### src/rtl/serial_eq_cmp.sv
// Serial N-bit equality comparator: consumes LSB-first bit pairs and reports
// a registered word-equal flag plus the index of the lowest mismatching bit.
module serial_eq_cmp #(
  parameter int N    = 8,
  parameter int IDXW = 3
) (
  input  logic            clk,
  input  logic            reset,
  input  logic            start,
  input  logic            b1,
  input  logic            b2,
  input  logic            bit_valid,
  output logic            busy,
  output logic            done,
  output logic            eq,
  output logic [IDXW-1:0] mis_idx
);

  localparam int CW = $clog2(N) + 1;

  localparam logic [1:0] IDLE  = 2'd0;
  localparam logic [1:0] SHIFT = 2'd1;
  localparam logic [1:0] DONE  = 2'd2;

  logic [1:0]      state;
  logic [CW-1:0]   cnt;
  logic            acc;
  logic [IDXW-1:0] first;
  logic            bit_eq;
  logic            new_mis;

  assign bit_eq  = ~(b1 ^ b2);
  // A mismatch only counts while the word is still fully equal so far.
  assign new_mis = acc & ~bit_eq;

  always_ff @(posedge clk or posedge reset) begin
    if (reset) begin
      state   <= IDLE;
      cnt     <= '0;
      acc     <= 1'b0;
      first   <= '0;
      busy    <= 1'b0;
      done    <= 1'b0;
      eq      <= 1'b0;
      mis_idx <= '0;
    end else begin
      case (state)
        IDLE: begin
          done <= 1'b0;
          if (start) begin
            acc     <= bit_eq;
            first   <= '0;
            cnt     <= CW'(1);
            eq      <= 1'b0;
            mis_idx <= '0;
            busy    <= 1'b1;
            state   <= SHIFT;
          end
        end
        SHIFT: begin
          if (bit_valid) begin
            if (new_mis) first <= IDXW'(cnt);
            acc <= acc & bit_eq;
            cnt <= cnt + 1'b1;
            // Results are loaded from next-state values so the last bit is included.
            if (cnt == CW'(N - 1)) begin
              state   <= DONE;
              busy    <= 1'b0;
              done    <= 1'b1;
              eq      <= acc & bit_eq;
              mis_idx <= new_mis ? IDXW'(cnt) : first;
            end
          end
        end
        DONE: begin
          done  <= 1'b0;
          state <= IDLE;
        end
        default: begin
          state <= IDLE;
          busy  <= 1'b0;
          done  <= 1'b0;
        end
      endcase
    end
  end

endmodule

### config.mk
export PLATFORM = sky130hd
export DESIGN_NAME = serial_eq_cmp
export DESIGN_NICKNAME = d
export VERILOG_FILES = /design/src/rtl/serial_eq_cmp.sv
export SDC_FILE = /design/constraint.sdc
export NUM_CORES = 1
export LEC_CHECK = 0
export ABC_AREA = 0
export BUFFER_PORTS_ARGS = -buffer_cell sky130_fd_sc_hd__buf_2
export CAP_MARGIN = 0
export CORE_MARGIN = 10
export CORE_UTILIZATION = 47
export DETAILED_ROUTE_END_ITERATION = 8
export PLACE_DENSITY = 0.69
export SLEW_MARGIN = 30
export SYNTH_ARGS = -nofsm -noshare
export SYNTH_HDL_FRONTEND = slang
export SYNTH_SLANG_ARGS = --single-unit
### constraint.sdc
create_clock -name clk -period 1.4 [get_ports clk]
set_input_delay 0.07 -clock clk [delete_from_list [all_inputs] [get_ports clk]]
set_output_delay 0.07 -clock clk [all_outputs]
set_load 0.005 [all_outputs]
==> Word level (Yosys, flattened, before mapping) <==
Index checks and enable logic that the tools add are counted.
{ "totals": {"elab_cells": 55, "in_bits": 6, "output_inout_bits": 6, "ff_bits": 16} }
{ "op_classes": {"n_addsub": 1, "n_eq_ne": 6, "n_reduce_logical": 7, "bitwise_logic": 5, "mux": 28} }
{ "op_table": {"columns": ["operator", "count"], "rows": [
  ["two-way mux 3 bit", 5],
  ["case mux 3 bit (2 select lines)", 2],
  ["two-way mux 1 bit", 11],
  ["two-way mux 4 bit", 2],
  ["case mux 4 bit (2 select lines)", 1],
  ["AND reduction 4 bit", 2],
  ["two-way mux 2 bit", 3],
  ["!= test 2 bit (second input constant)", 3],
  ["AND reduction 3 bit", 2],
  ["adder 4 x 1 -> 4 bit (second input constant)", 1],
  ["equality test 4 x 3 -> 1 bit (second input constant)", 1],
  ["case mux 1 bit (2 select lines)", 2],
  ["case mux 2 bit (2 select lines)", 1],
  ["case mux 1 bit (3 select lines)", 1],
  ["AND 1 bit", 2],
  ["equality test 2 x 1 -> 1 bit (second input constant)", 1],
  ["equality test 2 bit (second input constant)", 1],
  ["zero test 2 bit", 1],
  ["inverter 1 bit", 2],
  ["AND reduction 2 bit", 1],
  ["nonzero test 2 bit", 1],
  ["XOR 1 bit", 1]
]} }

==> Longest topological paths before layout <==
{ "depth": {"depth_word": 6, "depth_mapped": 6, "ltp_nobuf": 4} }

==> Least setup slack after synthesis <==
No wires, ideal clock.
{ "synth_path": {"path_type": "reg2reg", "startpoint": "register cnt[0]", "endpoint": "register mis_idx[1]", "path_stages_with_launch": 7, "setup_slack_ns": 0.009, "setup_ns": 0.086, "t_arrival_ns": 1.305, "synth_period_minus_slack_ns": 1.391, "n_path_buf": 2, "required_ns": 1.314, "cell_sequence": "dfrtp_1 ha_1 and4b_1 buf_6 and2_4 buf_6 o221ai_2"} }
{ "synth_via": {"elab_chain_cells": 3} }
{ "synth_rtl": {"columns": ["element", "line_no", "source"], "rows": [
  ["start, declared", "26", "logic [CW-1:0] cnt;"],
  ["start signal, assigned", "64", "cnt <= cnt + 1'b1;"],
  ["equality test 4 x 3 -> 1 bit", "66", "if (cnt == CW'(N - 1)) begin"],
  ["!= test 2 bit (no line)", null, null],
  ["AND reduction 4 bit (no line)", null, null],
  ["end signal, assigned", "71", "mis_idx <= new_mis ? IDXW'(cnt) : first;"],
  ["end, declared", "16", "output logic [IDXW-1:0] mis_idx"]
]} }
No other way between the ends.
A chain may end at the register's enable or synchronous reset.

==> Worst setup path in the final report <==
{ "layout_path": {"startpoint": "register state[1]", "endpoint": "register mis_idx[2]"} }
{ "layout_via": {"elab_chain_cells": 3, "elab_cells_between_ends": 8, "classes_between": "4 x eq/ne; 1 x mux; 3 x reduce/logical"} }
{ "layout_rtl": {"columns": ["element", "line_no", "source"], "rows": [
  ["start, declared", "25", "logic [1:0] state;"],
  ["start signal, assigned", "38", "state <= IDLE;"],
  ["start signal, assigned", "57", "state <= SHIFT;"],
  ["start signal, assigned", "67", "state <= DONE;"],
  ["equality test 2 x 1 -> 1 bit or zero test 2 bit (tied branches)", "47", "case (state)"],
  ["!= test 2 bit (no line) or nonzero test 2 bit (tied branches)", null, null],
  ["AND reduction 4 bit (no line)", null, null]
]} }
Several ways; a longest one is shown, not always the timed one.

==> flow_summary.ini <==
[final_layout]
area_delta_synth_final_pct = 16.1
fin_nets = 105
num-fill-cells = 164
final-seq-area_um2 = 400
diodes = 0
drive_above_1_share = 0.320
multiInputGateArea_um2 = 399

[die]
die_w_um = 62.8
coreArea_mm2 = 0.00173
die_h_um = 62.8
dieArea_mm2 = 0.00394
io_pins = 12
start_util = 0.499
rows = 15

[global_route]
grt_overflow_total = 0
grt_use_total = 0.0925
grt_pass1_vias = 635
antenna_found_initial = 0
grt_pass1_wl_um = 3010
grt_max_degree = 17

[placed_design]
dp_worst_setup_slack_ns = 0.0736
port_buffers = 11
dp_hpwl_um = 1280
place_congestion = 0.752

[power]
power.internal_uw = 1220
pwr-share-comb = 0.431
swShare = 0.352
power.share.clock = 0.159
power_frac_seq = 0.410
p_per_area_mw_per_mm2 = 1880
p_leak_uw = 0.000472
switching_power_uw = 662
vdd.ir_drop.worst_mv = 0.990

[timing]
setup_ws_ns = 0.0980
setup-tns-final_ns = 0
layout_min_cycle_time_ns = 1.30
finalClockSkew_ns = 0.00251
finalHoldViolCount = 0
tightestPinTransition_ns = 0.579
fmax_mhz = 768
setup-violations-final = 0
max_slew_margin = 0.614
finalCritPeriodShare = 0.930
maxSlewViolCount = 0
rsz0062_at_grt = false

[clock_network]
htreeDepth = 1
cts_buffers = 3
clock_latency_ns = 0.28
cts_sinks = 16
cts_root_buf = clkbuf_4
post_cts_buffers = 0
cts.clk_slew.worst_paths_ns = 0.09
cts_buffer_depth = 2
cts_tree = yes

[logic_synthesis]
syn_inst = 80
ys_ff_latch = 16
synthDistinctLibCells = 33
syn_nets = 87
synth_area_um2 = 861
avgSynthCellArea_um2 = 10.8
synth_ff_type = dfrtp_1
synth-edff-count = 0
async_flop_share = 1.00
yosysSeqAreaShare = 0.465
yosysWarnings = 0

[drt]
antenna_left = 0
via_per_inst = 5.11
vias = 624
route.detailed.drc = 0
wl_per_cell_um = 13.5
first_pass_iters = 4
routed_wl_um = 1640
drt_iter0_markers = 6

[run]
cap_violations = 0

[min_path]
hold_class = in -> reg

[setup_path]
critPathLaunchType = flop
worstPathRequired_ns = 1.57
worstPathArrival_ns = 1.47
path_max_fanout = 9
end_kind = flop
worstSetupPathType = reg -> reg

[outcome]
status = finished, final reports clean
-- layer usage --
layer / track usage / part of all wire / vias up
met5: 0 / 0 / -
met4: 0.0419 / 0.0073 / 0
met3: 0.0358 / 0.060 / 2
met2: 0.138 / 0.47 / 11
met1: 0.114 / 0.46 / 289
li1: - / - / 322
-- Yosys cell counts, types with 2 or more instances --
cell       count  share of area
a21oi_1        4          0.023
a22o_1         3          0.031
o22ai_1        2          0.015
nor2_1         2         0.0087
nor2b_1        2          0.015
a22oi_1        2          0.017
o21ai_0        2          0.012
o2111ai_1      2          0.020
nand2_1        9          0.039
inv_1          6          0.026
nand4_1        3          0.022
dfrtp_1       16           0.47
mux2_2         2          0.026
buf_6          3          0.039
mux2i_1        4          0.047
-- cell usage in the layout, fill, tap and decap left out, drive strengths merged, types with 2 or more instances in the layout --
master    n
a21oi     4
a22o      3
a22oi     2
buf      17
clkbuf    4
dfrtp    16
inv       6
mux2      2
mux2i     4
nand2     9
nand4     3
nor2      2
nor2b     2
o2111ai   2
o21ai     3
o22ai     2
-- worst max-delay path: stages (launching register included) --
cell	delay (ns)
dfrtp_1	0.41
or3b_1	0.50
a22oi_1	0.23
a21oi_1	0.06
-- path summary, 6_finish.rpt --
path | from | to | slack [ns] | cells past startpoint
max | state[1] | mis_idx[2] | 0.1 | 3
min | bit_valid | cnt[0] | 0.16 | 3
max reg2reg | state[1] | mis_idx[2] | 0.1 | 3
min reg2reg | busy | busy | 0.49 | 1
max in group asynchronous | reset | first[2] | 0.64 | 3
min in group asynchronous | reset | state[0] | 0.38 | 3
-- stage by stage --
step / cells / power, µW / utilization / cell area, µm² / hold WS, ns
6_report: 122 / 1880 / 0.579 / 1000 / 0.165
5_1_grt: 122 / 2070 / 0.579 / 1000 / 0.193
4_1_cts: 122 / 1910 / 0.577 / 996 / 0.163
3_5_place_dp: 117 / 1600 / 0.550 / 950 / 0.165
3_3_place_gp: 117 / 1580 / 0.550 / 950 / 0.167
2_1_floorplan: 80 / 1340 / - / 861 / -0.0163
-- cell type report --
type / count / area share
Multi-Input combinational cell: 53 / 0.399
Inverter: 6 / 0.0225
Tap cell: 25 / 0.0313
Sequential cell: 16 / 0.401
Timing Repair Buffer: 18 / 0.110
Clock buffer: 4 / 0.0363
-- sequential cells by signal (all words and copies together) (netlist names) --
signal,cells
eq,1
first,3
done,1
busy,1
acc,1
mis_idx,3
cnt,4
state,2
-- power groups by stage --
stage | Sequential [µW] | Clock, µW | Combinational (µW)
2_1_floorplan | 769 | 0 | 567
3_3_place_gp | 781 | 0 | 801
3_5_place_dp | 782 | 0 | 818
4_1_cts | 772 | 312 | 822
5_1_grt | 800 | 339 | 934
6_report | 771 | 298 | 811
-- cell families (layout without fill, tap and decap cells) --
group | count (synthesis) | in the layout | synth area share
AOI/OAI and AO/OA | 21 | 21 | 0.185
xor gates and xnor gates | 2 | 2 | 0.0291
adders and majority gates | 1 | 1 | 0.0145
buffers and inverters | 11 | 28 | 0.0756
DFF | 16 | 16 | 0.465
muxes | 6 | 6 | 0.0727
and+or+nand+nor | 23 | 23 | 0.158
-- timing repair --
action	in CTS	in global routing
endpoints found under the hold margin	16	0
gates resized for setup	0	2
hold buffers	1	0
endpoints found under the setup margin	0	5
Power figures use the tool's default switching activity.
